File: config.mk
export PLATFORM = sky130hd
export DESIGN_NAME = fetch_unit
export DESIGN_NICKNAME = d
export VERILOG_FILES = /design/src/rtl/cpu_pkg.sv /design/src/rtl/fetch_fifo.sv /design/src/rtl/fetch_unit.sv
export SDC_FILE = /design/constraint.sdc
export NUM_CORES = 1
export LEC_CHECK = 0
export ABC_AREA = 1
export BUFFER_PORTS_ARGS = -buffer_cell sky130_fd_sc_hd__buf_4
export CAP_MARGIN = 20
export CELL_PAD_IN_SITES_DETAIL_PLACEMENT = 0
export CELL_PAD_IN_SITES_GLOBAL_PLACEMENT = 2
export CORE_MARGIN = 4
export CORE_UTILIZATION = 33
export DETAILED_ROUTE_END_ITERATION = 16
export GPL_TIMING_DRIVEN = 0
export PLACE_DENSITY_LB_ADDON = 0.3
export SETUP_SLACK_MARGIN = 0.02
export SLEW_MARGIN = 5
export SYNTH_ARGS = -nofsm -noshare
export SYNTH_HDL_FRONTEND = slang
export SYNTH_SLANG_ARGS = --single-unit
File: constraint.sdc
create_clock -name clk -period 8.6 [get_ports clk]
set_input_delay 0.86 -clock clk [delete_from_list [all_inputs] [get_ports clk]]
set_output_delay 0.86 -clock clk [all_outputs]
set_load 0.01 [all_outputs]
File: src/rtl/cpu_pkg.sv
// rtl/cpu_pkg.sv - shared CPU constants and fetch FSM state type
//
// Purpose: common widths and the fetch-stage state encoding used by
//          fetch_unit and fetch_fifo.
// Ports:   none (package).

package cpu_pkg;

   localparam int XLEN        = 32;
   localparam int INSTR_BYTES = 4;

   typedef enum logic [1:0] {
      IDLE  = 2'd0,
      REQ   = 2'd1,
      DRAIN = 2'd2
   } fetch_state_t;

endpackage

File: src/rtl/fetch_fifo.sv
// rtl/fetch_fifo.sv - small instruction buffer between memory and decode
//
// Purpose: DEPTH-entry FIFO of instruction words. Flush wins over push/pop.
// Ports:
//   clk, rst_n  clock, synchronous active-low reset
//   push        write push_data at the tail
//   push_data   instruction word to store
//   pop         retire the head entry
//   flush       discard every entry
//   count       number of valid entries (0..DEPTH)
//   head        head entry, 0 when empty
//   empty       no valid entries

module fetch_fifo
   import cpu_pkg::*;
#(
   parameter int DEPTH = 2
) (
   input  logic                         clk,
   input  logic                         rst_n,
   input  logic                         push,
   input  logic [XLEN-1:0]              push_data,
   input  logic                         pop,
   input  logic                         flush,
   output logic [$clog2(DEPTH+1)-1:0]   count,
   output logic [XLEN-1:0]              head,
   output logic                         empty
);

   localparam int PW = (DEPTH > 1) ? $clog2(DEPTH) : 1;
   localparam int CW = $clog2(DEPTH + 1);

   logic [XLEN-1:0] mem [DEPTH];
   logic [PW-1:0]   wr_ptr;
   logic [PW-1:0]   rd_ptr;

   assign empty = (count == '0);
   assign head  = empty ? '0 : mem[rd_ptr];

   // DEPTH is a power of two, so the pointers wrap modulo DEPTH on overflow.
   always_ff @(posedge clk) begin
      if (!rst_n || flush) begin
         wr_ptr <= '0;
         rd_ptr <= '0;
         count  <= '0;
      end else begin
         if (push) begin
            wr_ptr <= wr_ptr + PW'(1);
         end
         if (pop) begin
            rd_ptr <= rd_ptr + PW'(1);
         end
         count <= count + CW'(push) - CW'(pop);
      end
   end

   // Storage needs no reset: entries are only read while counted valid.
   always_ff @(posedge clk) begin
      if (push && !flush) begin
         mem[wr_ptr] <= push_data;
      end
   end

endmodule

File: src/rtl/fetch_unit.sv
// rtl/fetch_unit.sv - instruction fetch stage with PC, memory handshake and buffer
//
// Purpose: holds the PC, issues word requests over req/ack, buffers returned
//          words and presents them downstream with valid/ready. A redirect
//          flushes buffered words and kills any in-flight request.
// Ports:
//   clk, rst_n        clock, synchronous active-low reset
//   fetch_en          allow new memory requests
//   imem_req/addr     registered request and word-aligned address
//   imem_ack/rdata    completion and data, sampled when imem_req && imem_ack
//   instr/instr_valid FIFO head (0 when empty) and non-empty flag
//   instr_ready       downstream accepts the head
//   redirect_valid/pc flush and restart fetch at redirect_pc & ~3

module fetch_unit
   import cpu_pkg::*;
#(
   parameter logic [XLEN-1:0] RESET_PC   = 32'h0000_0000,
   parameter int              FIFO_DEPTH = 2
) (
   input  logic            clk,
   input  logic            rst_n,
   input  logic            fetch_en,
   output logic            imem_req,
   output logic [XLEN-1:0] imem_addr,
   input  logic            imem_ack,
   input  logic [XLEN-1:0] imem_rdata,
   output logic [XLEN-1:0] instr,
   output logic            instr_valid,
   input  logic            instr_ready,
   input  logic            redirect_valid,
   input  logic [XLEN-1:0] redirect_pc
);

   localparam int CW = $clog2(FIFO_DEPTH + 1);

   fetch_state_t    state;
   logic [XLEN-1:0] pc;
   logic [CW-1:0]   count;
   logic [XLEN-1:0] head;
   logic            empty;
   logic            push;
   logic            pop;
   logic            idle_room;
   logic            room_after;
   logic [CW:0]     count_after;

   // Only a live (non-redirected) completion in REQ writes the buffer.
   assign push = (state == REQ) && imem_ack && !redirect_valid;
   assign pop  = !empty && instr_ready && !redirect_valid;

   assign instr_valid = !empty;
   assign instr       = head;

   // In IDLE nothing is outstanding, so occupancy is just the FIFO count.
   assign idle_room = ({1'b0, count} < (CW+1)'(FIFO_DEPTH));

   // After an ack the finished request is no longer outstanding; the next
   // back-to-back request reserves one slot, so it needs count_after < DEPTH.
   assign count_after = {1'b0, count} + (CW+1)'(1) - (CW+1)'(pop);
   assign room_after  = (count_after < (CW+1)'(FIFO_DEPTH));

   fetch_fifo #(
      .DEPTH (FIFO_DEPTH)
   ) u_fifo (
      .clk       (clk),
      .rst_n     (rst_n),
      .push      (push),
      .push_data (imem_rdata),
      .pop       (pop),
      .flush     (redirect_valid),
      .count     (count),
      .head      (head),
      .empty     (empty)
   );

   always_ff @(posedge clk) begin
      if (!rst_n) begin
         state     <= IDLE;
         pc        <= RESET_PC;
         imem_req  <= 1'b0;
         imem_addr <= RESET_PC;
      end else begin
         if (redirect_valid) begin
            pc <= redirect_pc & ~XLEN'(INSTR_BYTES - 1);
         end else if (push) begin
            pc <= pc + XLEN'(INSTR_BYTES);
         end

         case (state)
            IDLE: begin
               if (fetch_en && idle_room && !redirect_valid) begin
                  state     <= REQ;
                  imem_req  <= 1'b1;
                  imem_addr <= pc;
               end
            end
            REQ: begin
               if (imem_ack) begin
                  if (!redirect_valid && fetch_en && room_after) begin
                     imem_addr <= pc + XLEN'(INSTR_BYTES);
                  end else begin
                     state    <= IDLE;
                     imem_req <= 1'b0;
                  end
               end else if (redirect_valid) begin
                  // Request cannot be withdrawn; wait for it and drop the data.
                  state <= DRAIN;
               end
            end
            DRAIN: begin
               if (imem_ack) begin
                  state    <= IDLE;
                  imem_req <= 1'b0;
               end
            end
            default: begin
               state    <= IDLE;
               imem_req <= 1'b0;
            end
         endcase
      end
   end

endmodule

==> flow_metrics.tcl, run 1 <==
set metrics [dict create \
    antenna_found_initial 0 \
    finalNonFillerCells 1180 \
    grt_setup_unrepaired "false" \
    fin_ws_ns 5.90 \
    finalCriticalPeriod_ns 2.70 \
    final.period_utilization_pct 31.4 \
    finalMaxSlewViolations 0 \
    startpoint_type "register" \
    grtUsageTotal_pct 18.1 \
    rr_startpoint "state[0]" \
    die_area_um2 21100 \
    p_sw_share_pct 25.8 \
    hold_class "register to register" \
    ys_seq_area_share_pct 52.9 \
    synth_top_area_cell "edfxtp_1" \
    tns_ns 0 \
    initial_core_util_pct 34.1 \
    fp-row-count 49 \
    clock-sinks 132 \
    grt_overflow_total 0 \
    hpwl_um 14100 \
    syn_avg_cell_area_um2 7.90 \
    nFillCells 1871 \
    io_buffer_count 130 \
    wire_per_inst_um 16.0 \
    drc 0 \
    syn_area_um2 6210 \
    clock_path_buffers 2 \
    ys_ff_latch 132 \
    intPower_w 0.00119 \
    total_leakage_power_nw 3.36 \
    ir_worst_vdd_mv 0.137 \
    post-place-cells 1148 \
    final_nets 1012 \
    area.growth.synth_to_final_pct 31.2 \
    diodes 0 \
    pre_cts_ws_ns 5.69 \
    synth.top_cell.area_share_pct 31.0 \
    seq_power_share_pct 43.8 \
    first_pass_iters 4 \
    cts_htree_levels 4 \
    first_global_vias 5523 \
    yosysWarningCount 0 \
    max_slew_margin_pct 50.8 \
    cts_buffers 17 \
    vias 5582 \
    pwr-share-clk_pct 45.8 \
    multiInputGateArea_um2 2540 \
    post_cts_buffers 0 \
    synth_area_leaders "edfxtp_1 (31%), dfxtp_1 (22%), nand2_1 (17%)" \
    cts_root_buffer "clkbuf_16" \
    worstSetupEndpointType "output port" \
    grt_max_degree 22 \
    grt_pass1_wl_um 30400 \
    pin_count 136 \
    required_ns 7.74 \
    core_area_um2 18200 \
    worst_ep_arrival_time_ns 1.84 \
    reg2reg_depth 7 \
    drt-initial-drc-count 269 \
    layout-drive-gt1-share_pct 20.3 \
    place_congestion 0.795 \
    viasPerCell 4.73 \
    wirelength_um 18900 \
    die_w_um 145 \
    hold_viol 0 \
    netSwitchingPower_w 0.000415 \
    hold_buffers 0 \
    cap_violations 0 \
    worst_pin_slew_ns 0.738 \
    register_area_um2 3280 \
    hold_path_depth 2 \
    setup_viol 0 \
    cts_tree "done" \
    min_from "u_fifo.rd_ptr" \
    fmaxAchievable_mhz 370 \
    ant_nets 0 \
    powerDensity_nw_per_um2 198 \
    die_y_um 145 \
    cts_resized 0 \
    ys_types 31 \
    power.share.combinational_pct 10.5 \
    synthCells 786 \
    critPathKind "register to output port" \
    crit_fanout 10 \
    insertion_delay_ns 0.42 \
    finalClockSkew_ns 0.0129 \
    outcome "completed" \
    cts.clk_slew.worst_paths_ns 0.06 \
]
==> power groups by stage <==
stage | combinational [W] | clock (W) | sequential, W
floorplan | 0.0000801 | 0 | 0.000720
global placement | 0.000169 | 0 | 0.000718
detailed placement | 0.000171 | 0 | 0.000717
CTS | 0.000172 | 0.000752 | 0.000704
global route | 0.000189 | 0.000780 | 0.000707
finish | 0.000169 | 0.000736 | 0.000704
==> synth_stat cells <==
| library cell | n |
|---|---|
| and2_1 | 2 |
| ha_1 | 4 |
| clkbuf_1 | 23 |
| o21ai_1 | 3 |
| nor2_1 | 65 |
| buf_1 | 2 |
| nor2_4 | 2 |
| xor2_1 | 5 |
| buf_6 | 4 |
| inv_2 | 3 |
| mux2i_1 | 2 |
| a31oi_1 | 16 |
| conb_1 | 1 |
| o21a_1 | 2 |
| xnor2_1 | 6 |
| a21oi_2 | 1 |
| o22ai_1 | 4 |
| buf_2 | 6 |
| or2_2 | 1 |
| edfxtp_1 | 64 |
| o21ai_2 | 1 |
| nand2_1 | 274 |
| nor3_1 | 1 |
| dfxtp_1 | 68 |
| buf_4 | 3 |
| nand3_1 | 30 |
| a21oi_1 | 80 |
| nor2_2 | 5 |
| inv_1 | 52 |
| nand2_2 | 1 |
| o21ai_0 | 55 |
==> critical path, cell delays in order (launching register included) <==
cell and delay, ns:
dfxtp_1 0.29, clkbuf_1 0.15, inv_1 0.16, clkbuf_1 0.37
nand2_1 0.10, a21oi_1 0.20, buf_4 0.16
==> logic make-up (layout without fill, tap and decap cells) <==
| family | after synthesis | count (layout) | share of synthesized area (%) |
|---|---|---|---|
| other | 1 | 2 | 0.0604 |
| AO/OA/AOI/OAI | 162 | 162 | 13.7 |
| XOR/XNOR | 11 | 11 | 1.55 |
| buffers and inverters | 93 | 257 | 6.41 |
| flip-flops | 132 | 132 | 52.9 |
| adder cells (fa/ha/maj) | 4 | 4 | 0.806 |
| AND/OR/NAND/NOR | 381 | 381 | 24.3 |
| multiplexers | 2 | 2 | 0.323 |
==> sequential cells by signal, summed over array words and instances, names as in the netlist, named ones only <==
signal,cells
u_fifo.count,2
state,2
u_fifo.mem,64
imem_addr,30
u_fifo.wr_ptr,1
u_fifo.rd_ptr,1
imem_req,1
pc,30
==> cell usage in the layout, fill, tap and decap left out, types with 4 or more instances in the layout <==
cell type  instances
a21oi_1           80
a31oi_1           16
buf_2              6
buf_4            133
buf_6              4
clkbuf_1          23
clkbuf_16         17
clkinv_4           5
dfxtp_1           68
edfxtp_1          64
ha_1               4
inv_1             52
nand2_1          274
nand3_1           30
nor2_1            63
nor2_2             5
nor2_4             4
o21ai_0           55
o22ai_1            4
xnor2_1            6
xor2_1             5
==> final timing paths <==
path	to	slack [ns]
worst min-delay path	register	0.48
worst max-delay path	instr[27]	5.90
worst min register to register	register	0.48
worst max register to register	u_fifo.mem[0][3]	6.29
==> through the flow <==
step,power [W],instance area [um2],util (%),hold WS (ns)
floorplan,0.000800,6210,-,0.447
finish,0.00161,8140,44.7,0.475
CTS,0.00163,8140,44.7,0.478
global placement,0.000887,7470,41.0,0.465
detailed placement,0.000888,7540,41.4,0.468
global route,0.00168,8140,44.7,0.505
==> routing by layer <==
layer,track usage [%],wire length [um],vias to the layer above
met3,3.59,788,18
met1,23.5,8680,2538
met4,5.32,286,0
met2,31.0,9160,143
li1,-,-,2883
met5,0,0,-
==> cell type report <==
| type | count | area share, % |
|---|---|---|
| clock inverters | 15 | 2.15 |
| plain buffers | 38 | 2.35 |
| clock buffers | 17 | 5.22 |
| flip-flops and latches | 132 | 40.3 |
| repair buffers | 132 | 12.7 |
| multi-input cells | 562 | 31.2 |
| inverters | 55 | 2.54 |
| well taps | 229 | 3.52 |
No activity file was read; power rests on OpenSTA's default activity.
==> inputs of run 2 (changes only) <==
--- a/config.mk
+++ b/config.mk
@@ -11,7 +11,7 @@
 export CELL_PAD_IN_SITES_DETAIL_PLACEMENT = 0
 export CELL_PAD_IN_SITES_GLOBAL_PLACEMENT = 2
 export CORE_MARGIN = 4
-export CORE_UTILIZATION = 33
+export CORE_UTILIZATION = 31
 export DETAILED_ROUTE_END_ITERATION = 16
 export GPL_TIMING_DRIVEN = 0
 export PLACE_DENSITY_LB_ADDON = 0.3
==> constraint.sdc (replaced) <==
create_clock -name clk -period 2.8 [get_ports clk]
set_input_delay 0.28 -clock clk [delete_from_list [all_inputs] [get_ports clk]]
set_output_delay 0.28 -clock clk [all_outputs]
set_load 0.01 [all_outputs]
==> flow_metrics.tcl, run 2 (synthesis results as in run 1) <==
set metrics [dict create \
    layout-drive-gt1-share_pct 20.3 \
    final_cell_mix "nand2_1 (274), buf_4 (133), a21oi_1 (80)" \
    wire_per_inst_um 16.0 \
    reg_top3 "u_fifo.mem (64), imem_addr (30), pc (30)" \
    cpMostUsedCell "nor2_4" \
    grt_overflow_total 0 \
    clock-sinks 132 \
    final_nets 1012 \
    cts.clk_slew.worst_paths_ns 0.06 \
    first_global_vias 5509 \
    setup_viol 0 \
    finalClockSkew_ns 0.0108 \
    worst-path-buf-inv 3 \
    cp_slowest_cell "dfxtp_1" \
    hpwl_um 14300 \
    die_w_um 149 \
    top_register "u_fifo.mem" \
    hold_class "input port to register" \
    clock_path_buffers 2 \
    viasPerCell 4.61 \
    critPathKind "register to register" \
    cts_resized 0 \
    wirelength_um 19500 \
    post_cts_buffers 0 \
    worstSetupEndpointType "register" \
    cap_violations 0 \
    register_area_um2 3280 \
    startpoint_type "register" \
    final_util_pct 42.0 \
    fmaxAchievable_mhz 423 \
    nFillCells 2066 \
    final.period_utilization_pct 84.4 \
    core_area_um2 19600 \
    hold_buffers 0 \
    finalMaxSlewViolations 0 \
    crit_fanout 17 \
    ant_nets 0 \
    max_stage_delay_ns 0.51 \
    grt_setup_unrepaired "false" \
    finalCriticalPeriod_ns 2.36 \
    grt_pass1_wl_um 30000 \
    pin_count 136 \
    powerDensity_nw_per_um2 622 \
    total_leakage_power_nw 3.38 \
    fp-row-count 51 \
    grtUsageTotal_pct 17.6 \
    crit_family "simple AND/OR/NAND/NOR gates" \
    outcome "completed" \
    max_slew_margin_pct 50.8 \
    cts_buffers 17 \
    worst_pin_slew_ns 0.738 \
    path_cells "inv_2 -> nor2_4 -> nand2_1 -> nor2_1 -> inv_1 -> nor2_4 -> buf_16" \
    vias 5600 \
    insertion_delay_ns 0.42 \
    required_ns 2.92 \
    cts_root_buffer "clkbuf_16" \
    first_pass_iters 6 \
    tns_ns 0 \
    drc 0 \
    worst_ep_arrival_time_ns 2.48 \
    io_buffer_count 130 \
    diodes 0 \
    cts_htree_levels 4 \
    ir_worst_vdd_mv 0.403 \
    hold_viol 0 \
    cts_tree "done" \
    final_common_cell "nand2_1" \
    grt_max_degree 23 \
    multiInputGateArea_um2 2540 \
    antenna_found_initial 0 \
    die_area_um2 22300 \
    place_congestion 0.806 \
    drt-initial-drc-count 293 \
    initial_core_util_pct 31.7 \
    largest_reg_flops 64 \
    area.growth.synth_to_final_pct 32.6 \
    die_y_um 149 \
]
-- run 2: cell types whose count changed in the layout (fill, tap and decap cells not counted) --
cell,delta
clkinvlp_4,-2
inv_8,-1
bufinv_16,+2
inv_6,+3
clkinv_4,-2
-- run 2: path summary, 6_finish.rpt --
kind,end,startpoint,slack (ns),depth (start not counted)
setup / recovery,u_fifo.mem[1][22],state[0],0.44,7
hold / removal,u_fifo.mem[0][2],imem_rdata[2],0.05,1
setup reg to reg,u_fifo.mem[1][22],state[0],0.44,7
hold reg to reg,u_fifo.rd_ptr,u_fifo.rd_ptr,0.47,2
-- run 2: metrics by stage --
stage | hold WS [ns] | total power, W | setup slack (ns) | std cells | cell area [um2]
after global routing | 0.0271 | 0.00533 | 0.237 | 1216 | 8230
after detailed placement | 0.465 | 0.00273 | 0.444 | 1184 | 7590
after CTS | 0.0246 | 0.00519 | 0.407 | 1216 | 8230
after floorplan | 0.379 | 0.00246 | 0.0530 | 787 | 6210
after global placement | 0.465 | 0.00273 | -1.06 | 1182 | 7520
final | 0.0488 | 0.00512 | 0.437 | 1216 | 8230
-- run 2: metal layers --
metal / vias up / track usage (%) / part of all wire (%)
li1: 2894 / - / -
met1: 2528 / 22.8 / 44
met2: 159 / 30.1 / 49
met3: 19 / 3.21 / 5.0
met4: 0 / 5.35 / 1.6
met5: - / 0 / 0
-- run 2: power breakdown --
group / internal, W / switching (W) / leakage [nW] / total, W
registers: 0.00210 / 0.0000611 / 1.14 / 0.00216
clock network: 0.00152 / 0.000919 / 0.312 / 0.00244
logic: 0.000227 / 0.000292 / 1.94 / 0.000518
-- run 2: final cells by class --
cell class	instances	share of cell area (%)
Multi-Input combinational cell	562	30.9
Timing Repair Buffer	132	12.5
Buffer	38	2.33
Tap cell	265	4.03
Clock buffer	17	5.17
Clock inverter	15	2.65
Sequential cell	132	39.9
Inverter	55	2.51
-- run 2: worst reg2reg max path: stages (launching register included) --
cell	delay (ns)
dfxtp_1	0.51
inv_2	0.13
nor2_4	0.16
nand2_1	0.09
nor2_1	0.26
inv_1	0.20
nor2_4	0.49
buf_16	0.23
